`src/rtl/alu_multicycle.sv`:
```
// Multi-cycle ALU: single-cycle add/sub/logic/pass ops plus an optional iterative
// shift-add multiplier compiled in only when ALU_MULTICYCLE_MUL_EN is defined.
module alu_multicycle #(
    parameter int WIDTH = 16
) (
    input  logic             clk,
    input  logic             rst_n,
    input  logic             in_valid,
    output logic             in_ready,
    input  logic [WIDTH-1:0] A,
    input  logic [WIDTH-1:0] B,
    input  logic [2:0]       select,
    output logic [WIDTH-1:0] out,
    output logic             out_valid,
    output logic             z_flag,
    output logic             c_flag,
    output logic             n_flag
);

    typedef enum logic [2:0] {
        OP_ADD    = 3'b000,
        OP_SUB    = 3'b001,
        OP_MUL    = 3'b010,
        OP_PASS_A = 3'b011,
        OP_PASS_B = 3'b100,
        OP_AND    = 3'b101,
        OP_OR     = 3'b110,
        OP_NOP    = 3'b111
    } op_e;

    logic             accept;
    logic [WIDTH-1:0] alu_res;
    logic             alu_carry;
    logic             alu_wr;

    assign accept = in_valid && in_ready;

    always_comb begin
        // NOTE: every combinational output gets a default first so no path can infer a latch.
        alu_res   = '0;
        alu_carry = 1'b0;
        alu_wr    = 1'b1;
        case (op_e'(select))
            OP_ADD:    {alu_carry, alu_res} = {1'b0, A} + {1'b0, B};
            OP_SUB:    {alu_carry, alu_res} = {1'b0, B} - {1'b0, A};
            OP_PASS_A: alu_res = A;
            OP_PASS_B: alu_res = B;
            OP_AND:    alu_res = A & B;
            OP_OR:     alu_res = A | B;
            default:   alu_wr  = 1'b0;
        endcase
    end

`ifdef ALU_MULTICYCLE_MUL_EN
    typedef enum logic {S_IDLE, S_MUL_BUSY} state_e;

    localparam int               CNT_W     = $clog2(WIDTH);
    localparam logic [CNT_W-1:0] LAST_ITER = CNT_W'(WIDTH - 1);

    state_e             state;
    logic [2*WIDTH-1:0] mcand;
    logic [2*WIDTH-1:0] acc;
    logic [2*WIDTH-1:0] acc_next;
    logic [WIDTH-1:0]   mplier;
    logic [CNT_W-1:0]   iter;

    assign in_ready = (state == S_IDLE);
    assign acc_next = acc + (mplier[0] ? mcand : '0);

    // NOTE: the multiplier datapath is not reset; it is always reloaded on accept, so only control state needs it.
    always_ff @(posedge clk) begin
        if (state == S_MUL_BUSY) begin
            acc    <= acc_next;
            mcand  <= mcand << 1;
            mplier <= mplier >> 1;
        end else if (accept) begin
            acc    <= '0;
            mcand  <= {{WIDTH{1'b0}}, A};
            mplier <= B;
        end
    end
`else
    assign in_ready = 1'b1;
`endif

    // NOTE: sequential state uses non-blocking assignments only, so all registers see pre-edge values.
    always_ff @(posedge clk) begin
        if (!rst_n) begin
            out       <= '0;
            out_valid <= 1'b0;
            z_flag    <= 1'b0;
            c_flag    <= 1'b0;
            n_flag    <= 1'b0;
`ifdef ALU_MULTICYCLE_MUL_EN
            state     <= S_IDLE;
            iter      <= '0;
`endif
        end else begin
            out_valid <= 1'b0;
`ifdef ALU_MULTICYCLE_MUL_EN
            if (state == S_MUL_BUSY) begin
                iter <= iter + 1'b1;
                if (iter == LAST_ITER) begin
                    out       <= acc_next[WIDTH-1:0];
                    z_flag    <= (acc_next[WIDTH-1:0] == '0);
                    c_flag    <= |acc_next[2*WIDTH-1:WIDTH];
                    n_flag    <= acc_next[WIDTH-1];
                    out_valid <= 1'b1;
                    state     <= S_IDLE;
                end
            end
            if (accept && op_e'(select) == OP_MUL) begin
                state <= S_MUL_BUSY;
                iter  <= '0;
            end
`endif
            if (accept && alu_wr) begin
                out       <= alu_res;
                z_flag    <= (alu_res == '0);
                c_flag    <= alu_carry;
                n_flag    <= alu_res[WIDTH-1];
                out_valid <= 1'b1;
            end
        end
    end

endmodule

```
`config.mk`:
```
export PLATFORM = sky130hd
export DESIGN_NAME = alu_multicycle
export DESIGN_NICKNAME = d
export VERILOG_FILES = /design/src/rtl/alu_multicycle.sv
export SDC_FILE = /design/constraint.sdc
export NUM_CORES = 1
export LEC_CHECK = 0
export CELL_PAD_IN_SITES_DETAIL_PLACEMENT = 1
export CELL_PAD_IN_SITES_GLOBAL_PLACEMENT = 2
export CORE_UTILIZATION = 33
export CTS_BUF_LIST = sky130_fd_sc_hd__clkbuf_16
export DETAILED_ROUTE_END_ITERATION = 10
export GPL_ROUTABILITY_DRIVEN = 0
export MAX_ROUTING_LAYER = met4
export PLACE_DENSITY_LB_ADDON = 0.1
export SYNTH_ARGS = -nofsm -noshare
export SYNTH_HDL_FRONTEND = slang
export SYNTH_SLANG_ARGS = --single-unit
```
`constraint.sdc`:
```
create_clock -name clk -period 6.4 [get_ports clk]
set_input_delay 0.64 -clock clk [delete_from_list [all_inputs] [get_ports clk]]
set_output_delay 0.64 -clock clk [all_outputs]
set_load 0.05 [all_outputs]
```
Yosys cells after proc, flatten, opt, wreduce, memory -nomap -nowiden
Index checks and enable logic that the tools add are counted.
{"block": "word_totals", "ff_bits": 20, "inputBits": 38, "output_inout_bits": 21, "word_cells": 22}
{"block": "classes", "n_addsub": 2, "eq_ne": 5, "mux": 4, "bitwise_logic": 2, "n_reduce_logical": 4}
{"op": "16-bit case mux with 6 select lines", "n": 1}
{"op": "16-bit by 16-bit adder with 17-bit output", "n": 1}
{"op": "16-bit by 16-bit subtractor with 17-bit output", "n": 1}
{"op": "16-bit bitwise AND", "n": 1}
{"op": "16-bit logical NOT", "n": 1}
{"op": "16-bit bitwise OR", "n": 1}
{"op": "3-bit equality test, second input constant", "n": 3}
{"op": "6-bit OR reduction", "n": 1}
{"op": "3-bit by 1-bit equality test with 1-bit output, second input constant", "n": 1}
{"op": "3-bit by 2-bit equality test with 1-bit output, second input constant", "n": 1}
{"op": "3-bit logical NOT", "n": 1}
{"op": "1-bit two-way mux", "n": 2}
{"op": "1-bit case mux with 2 select lines", "n": 1}
{"op": "1-bit logical AND", "n": 1}

Longest topological paths before layout
Gate-level depths: netlist (run 1).
{"block": "depth", "word_depth": 5, "ltp_mapped": 13, "depth_no_buf": 13}

Least setup slack after synthesis (run 1)
No wires, ideal clock.
{"block": "synth_timing", "kind": "input to register", "startpoint": "input port A[2]", "endpoint": "register z_flag", "setup_time_ns": 0.084, "arrival_ns": 2.948, "t_required_ns": 6.316, "setup_slack_ns": 3.368, "stages": 12, "n_path_buf": 1, "cell_sequence": "inv_1 ha_1 buf_6 nand2b_4 a21oi_2 a21o_1 a311oi_2 o311a_4 a221o_1 a222oi_1 nand4b_1 o31ai_2"}
{"block": "synth_between", "elab_chain_cells": 3, "word_cells_on_any_way": 6, "cone_classes": "add/sub: 2; mux: 1; bitwise: 2; reduce/logical: 1"}
{"element": "from (decl)", "line": "10", "text": "input logic [WIDTH-1:0] A,"}
{"element": "16-bit by 16-bit subtractor with 17-bit output (tied with other cells)", "line": "45", "text": "OP_SUB: {alu_carry, alu_res} = {1'b0, B} - {1'b0, A};"}
{"element": "16-bit case mux with 6 select lines *", "line": "43", "text": "case (op_e'(select))"}
{"element": "16-bit logical NOT *", "line": "119", "text": "z_flag <= (alu_res == '0);"}
{"element": "to (signal assigned)", "line": "119"}
{"element": "to (decl)", "line": "15", "text": "output logic z_flag,"}
Mark *: on every way between the ends. The rest lies on a longest branch, timed or not.
A chain may end at the register's enable or synchronous reset.

Final worst setup path (run 1)
{"block": "layout_timing", "startpoint": "input port B[0]", "endpoint": "register z_flag"}
{"block": "layout_between", "elab_chain_cells": 3, "word_cells_on_any_way": 6, "cone_classes": "add/sub: 2; mux: 1; bitwise: 2; reduce/logical: 1"}
{"element": "from (decl)", "line": "11", "text": "input logic [WIDTH-1:0] B,"}
{"element": "16-bit by 16-bit subtractor with 17-bit output (tied with other cells)", "line": "45"}
{"element": "16-bit case mux with 6 select lines *", "line": "43"}
{"element": "16-bit logical NOT *", "line": "119"}
Marks and branches as above.

==> reports/metrics.cfg, run 1 <==
[run_status]
status = finished, final reports clean

[route]
drc = 0
vias = 3603
routed_wl_mm = 12.3
ant_nets = 0
drt_first_pass_iters = 5
via_per_inst = 5.73
routedWlPerCell_um = 19.6
drt_iter0_markers = 86

[finish]
drive_gt1_share_pct = 6.25
layout.nets = 585
antenna_cells = 0
area_delta_synth_final_pct = 20.9

[pwr]
p_per_area_nw_per_um2 = 147
power_frac_seq_pct = 22.0
p_switching_w = 0.000261
swShare_pct = 43.2
p_clk_share_pct = 21.0
p_leak_nw = 1.76
max-vdd-ir-drop_v = 0.0000787
combPwrFrac_pct = 56.9
internal-power_w = 0.000343

[synthesis]
synth_area_um2 = 3390
synth_top_area_cell = ha_1
synthArstFlopShare_pct = 0
ys_ff_latch = 19
yosysWarnings = 0
syn_nets = 549
synthCells = 461
seq_area_frac_synth_pct = 11.2
synth_top_area_share_pct = 17.7
ys_top_cells_by_count = ha_1 (48), inv_1 (47), nor2_1 (36)
yosysUniqueCellTypes = 74
synth_area_leaders = ha_1 (18%), dfxtp_1 (11%), inv_1 (5.2%)
synth_area_per_cell_um2 = 7.35
synth_flop_cell = dfxtp_1
synth.most_common_cell = ha_1
synth_edf_count = 0

[setup_path]
crit_path_start_kind = input pin
r2r_start = c_flag$_SDFFE_PN0P_
endpoint_kind = flip-flop
slowest_delay_ns = 0.68
criticalPathCategory = in2reg
rrSetupSlack_ns = 5.49
path_max_fanout = 6
timing.critical_path.mode_cell = inv_1
cp.required_ns = 6.56
slowest_stage = a222oi_1
crit_start = B[0]
cp_data_arrival_time_ns = 4.27
crit_chain = clkdlybuf4s50_1, inv_1, ha_1, inv_1, fa_1, nand2b_4, a21oi_2, a21o_1, a311oi_2, o311a_4, a221o_1, a222oi_1, nand4b_1, o31ai_2
r2r_cells = 2

[floorplanning]
die_area_um2 = 10700
coreArea_um2 = 9860
num_rows = 36
die_w_um = 103
initial_core_util_pct = 34.3
die_h_um = 103
ios = 59

[timing]
finalClockSkew_ns = 0
finalCriticalPeriod_ns = 4.11
timing.hold.ws_ns = 0.458
finalCritPeriodShare_pct = 64.2
worst_pin_slew_ns = 0.757
setup_viol = 0
max_slew_margin_pct = 49.5
slew_violations = 0
rsz0062_at_grt = false
fmax_mhz = 243
tns_ns = 0
hold_violations = 0

[clock_tree]
cts.path.max_buffers = 2
cts-root-buf = clkbuf_16
cts-resized-gates = 0
cts_post_setup_buffers_inserted = 0
cts_hold_buf = 0
insertion_delay_ns = 0.25
numClockSinks = 19
cts_max_level = 1
cts_tree = done
numCtsBuffers = 3
clkSlewWorstSetupHoldPaths_ns = 0.05

[grt]
grtUsageTotal_pct = 24.5
grt_pass1_vias = 3690
antenna_found_initial = 0
grt_overflow = 0
grt_max_degree = 37
grt_pass1_wl_mm = 19.4

[worst_hold_path]
whs_path_depth = 2
worstHoldStart = out[3]$_SDFFE_PN0P_
hold_path.class = reg2reg

[flow_run]
maxCapViolCount = 0

[placement]
portBuffers = 57
place_hpwl_mm = 9.71

## state kept, by name (all words and copies together), names as in the netlist
signal / flops
c_flag: 1
out_valid: 1
out: 16
z_flag: 1
## routing by layer
layer / share of wire [%] / GRT usage, % / wire length, µm
met5: 0 / - / 0
met2: 49 / 43.0 / 6020
met4: 2.0 / 5.31 / 252
met1: 45 / 30.2 / 5610
met3: 3.8 / 2.76 / 471
## cells by family (layout without fill, tap and decap cells)
logic type | Yosys count | count (layout) | share of synthesized area [%]
AOI/OAI and AO/OA | 154 | 154 | 34.3
and+or+nand+nor | 142 | 142 | 20.8
buffers and inverters | 80 | 115 | 9.97
adders and majority gates | 50 | 50 | 18.9
DFF | 19 | 19 | 11.2
muxes | 13 | 13 | 4.25
xor gates and xnor gates | 2 | 2 | 0.517
other | 1 | 1 | 0.111
## worst paths after layout
path	endpoint
max	z_flag$_SDFFE_PN0P_
min	out[3]$_SDFFE_PN0P_
max reg2reg	c_flag$_SDFFE_PN0P_
min reg2reg	out[3]$_SDFFE_PN0P_
## layout make-up
cell class	instances	area [µm²]
Fill cell	1233	5770
Multi-Input combinational cell	362	2680
Timing Repair Buffer	63	616
Sequential cell	19	380
Inverter	48	181
Tap cell	133	166
Clock buffer	3	75.1
Clock inverter	1	3.75
## cell usage in the layout (no fill, tap or decap), drive strengths merged, types with 3 or more instances in the layout
master	netlist	layout
a211oi	14	14
a21o	7	7
a21oi	26	26
a221o	4	4
a221oi	4	4
a22o	5	5
a22oi	8	8
a311oi	5	5
a31o	4	4
a31oi	5	5
buf	12	6
clkbuf	20	3
clkdlybuf4s50	0	57
dfxtp	19	19
ha	48	48
inv	47	48
mux2i	11	11
nand2	33	33
nand2b	7	7
nand3	12	12
nor2	36	36
nor2b	9	9
nor3	25	25
nor4	3	3
o211a	3	3
o211ai	6	6
o21ai	21	21
o221a	4	4
o221ai	4	4
o22ai	5	5
o311ai	3	3
o31ai	3	3
or3	3	3
## worst max-delay path, delay by kind of cell
kind                     cells  cell delay, ns
adder cells (fa/ha/maj)      2            0.47
AND/OR/NAND/NOR              2            0.28
AO/OA/AOI/OAI                7            2.21
buffers and inverters        3            0.67
## metrics by stage
| step | cells | instance area (µm²) | power, W | util [%] | setup slack, ns |
|---|---|---|---|---|---|
| after floorplan | 461 | 3390 | 0.000367 | - | 3.37 |
| after global placement | 625 | 4020 | 0.000474 | 40.7 | 2.15 |
| after detailed placement | 625 | 4020 | 0.000478 | 40.7 | 2.09 |
| after CTS | 629 | 4100 | 0.000608 | 41.5 | 2.33 |
| after global routing | 629 | 4100 | 0.000644 | 41.5 | 2.22 |
| final | 629 | 4100 | 0.000604 | 41.5 | 2.29 |
## power groups by stage
stage               logic, W  clock network [W]  registers, W
global placement    0.000338                  0      0.000135
finish              0.000344           0.000127      0.000133
detailed placement  0.000342                  0      0.000136
CTS                 0.000343           0.000132      0.000133
global route        0.000375           0.000136      0.000134
floorplan           0.000200                  0      0.000167
Note: power is estimated with default switching activity, not from simulation.
==> run 2: changes to the inputs <==
Settings changed: CORE_UTILIZATION 33 to 28.
Clock period 6.4 ns to 3.3 ns, I/O delays scaled along.
==> run 2 against run 1 <==
Compared with the run above:
- the run now ends with design-rule violations left
- via count increased by 11%
- flip-flop and latch count is the same
- clock-buffer cell count did not move
- largest cell class unchanged
==> reports/metrics.cfg, run 2 (same netlist as run 1, synthesis figures left out) <==
[run_status]
status = finished with violations
violations = design-rule violations

[pwr]
max-vdd-ir-drop_v = 0.000201  ; +160%
p_leak_nw = 2.26  ; +29%
finalPower_w = 0.00135  ; +120%
p_per_area_nw_per_um2 = 271  ; +84%

[timing]
max_slew_margin_pct = 57.7  ; +8.2 points
worst_pin_slew_ns = 0.633  ; -0.124 ns
finalCritPeriodShare_pct = 96.9
layout_setup_ws_ns = 0.104  ; -2.19 ns
tns_ns = 0  ; unchanged
finalClockSkew_ns = 0  ; unchanged
fmax_mhz = 313
slew_violations = 0  ; unchanged
hold_violations = 0  ; unchanged
setup_viol = 0  ; unchanged
finalCriticalPeriod_ns = 3.20

[finish]
layout_commonest_cell = buf_4
largest_reg_flops = 16  ; unchanged
regArea_um2 = 380  ; unchanged
regMostFlops = out
final_cell_mix = buf_4 (101), clkdlybuf4s50_1 (55), inv_1 (47)
drive_gt1_share_pct = 25.0  ; +19 points
layout.nets = 682  ; +17%
fillers = 1464  ; +19%
area_delta_synth_final_pct = 47.1
antenna_cells = 0  ; unchanged
multi_input_area_um2 = 2790  ; +4.3%

[grt]
grt_overflow = 0  ; unchanged
grt_max_degree = 26  ; -30%
grtUsageTotal_pct = 23.0  ; -1.5 points
grt_pass1_vias = 4208  ; +14%
grt_pass1_wl_mm = 22.2  ; +15%
antenna_found_initial = 0  ; unchanged

[setup_path]
cp.required_ns = 3.47  ; -3.09 ns
cp_top_family = compound AO/OA/AOI/OAI gates
cp_num_buf_inv = 3  ; unchanged
endpoint_kind = flip-flop
crit_path_start_kind = input pin
criticalPathCategory = in2reg
path_max_fanout = 6  ; unchanged
slowest_delay_ns = 0.53  ; -0.15 ns
crit_chain = clkdlybuf4s50_1, inv_1, ha_2, buf_4, a21o_1, a221o_1, a211oi_1, o211ai_1, a211oi_1, nand4_1, nor4_1, nand4b_1, o31ai_2
timing.critical_path.mode_cell = a211oi_1
slowest_stage = clkdlybuf4s50_1
cp_data_arrival_time_ns = 3.37  ; -0.90 ns

[route]
drt_first_pass_iters = 7  ; +2
vias = 4005  ; +11%
ant_nets = 0  ; unchanged
via_per_inst = 5.44  ; -5.0%
drc = 5  ; +5
routed_wl_mm = 13.9  ; +13%
routedWlPerCell_um = 18.9  ; -3.7%
drt_iter0_markers = 185  ; +120%

[clock_tree]
cts.path.max_buffers = 2  ; unchanged
clkSlewWorstSetupHoldPaths_ns = 0.05  ; about the same
cts_hold_buf = 0  ; unchanged
insertion_delay_ns = 0.25  ; about the same
cts-root-buf = clkbuf_16
cts_tree = done
numCtsBuffers = 3  ; unchanged
cts_max_level = 1  ; unchanged
numClockSinks = 19  ; unchanged

[floorplanning]
die_w_um = 112  ; +8.4%
die_h_um = 112  ; +8.4%
coreArea_um2 = 11600  ; +18%
num_rows = 39  ; +8.3%
die_area_um2 = 12500  ; +17%
ios = 59  ; unchanged
initial_core_util_pct = 29.2  ; -5.2 points

[placement]
portBuffers = 57  ; unchanged
place_hpwl_mm = 11.1  ; +15%
pre_cts_ws_ns = -0.396  ; -2.49 ns

[worst_hold_path]
hold_path.class = reg2reg

[flow_run]
maxCapViolCount = 0  ; unchanged

## run 2: what timing repair did
action | CTS | global route
buffers inserted | 1 | 2
pin swaps | 1 | 5
resized for setup | 5 | 21
endpoints found under the setup margin | 2 | 7
## run 2: report_power, final
group | switching, W | total (W) | leakage [nW] | internal (W)
Clock | 0.0000869 | 0.000248 | 0.0423 | 0.000161
Combinational | 0.000459 | 0.000843 | 2.06 | 0.000384
Sequential | 0.0000102 | 0.000258 | 0.157 | 0.000248
Total | 0.000556 | 0.00135 | 2.26 | 0.000794
## run 2: tightest hold or removal path: cells and delay by family (launching register included)
family,cells,cell delay [ns]
AOI/OAI and AO/OA,1,0.05
and+or+nand+nor,1,0.05
DFF,1,0.31
## run 2: stage by stage
step / instances / hold WS, ns / area, µm² / util (%)
floorplan: 461 / 0.463 / 3390 / -
global placement: 729 / 0.450 / 4760 / 41.0
detailed placement: 729 / 0.452 / 4760 / 41.0
CTS: 734 / 0.459 / 4880 / 42.0
global route: 736 / 0.491 / 4980 / 42.9
finish: 736 / 0.456 / 4980 / 42.9
## run 2: cell type report
cell class | instances | area share [%]
clock inverters | 1 | 0.0753
repair buffers | 160 | 27.6
multi-input cells | 362 | 56.0
inverters | 48 | 3.64
well taps | 143 | 3.59
clock buffers | 3 | 1.51
flip-flops and latches | 19 | 7.63
## run 2: path summary, 6_finish.rpt
path         cells past startpoint                start                   to  slack (ns)
max                             13                 A[4]  z_flag$_SDFFE_PN0P_        0.10
min                              2  out[2]$_SDFFE_PN0P_  out[2]$_SDFFE_PN0P_        0.46
max reg2reg                      2  c_flag$_SDFFE_PN0P_  c_flag$_SDFFE_PN0P_        2.40
min reg2reg                      2  out[2]$_SDFFE_PN0P_  out[2]$_SDFFE_PN0P_        0.46
## run 2: metal layers
metal	global-route usage (%)	vias up	wire, µm
li1	-	1963	-
met2	41.6	68	7090
met5	-	-	0
met4	4.71	0	248
met1	27.9	1958	6220
met3	1.80	16	358
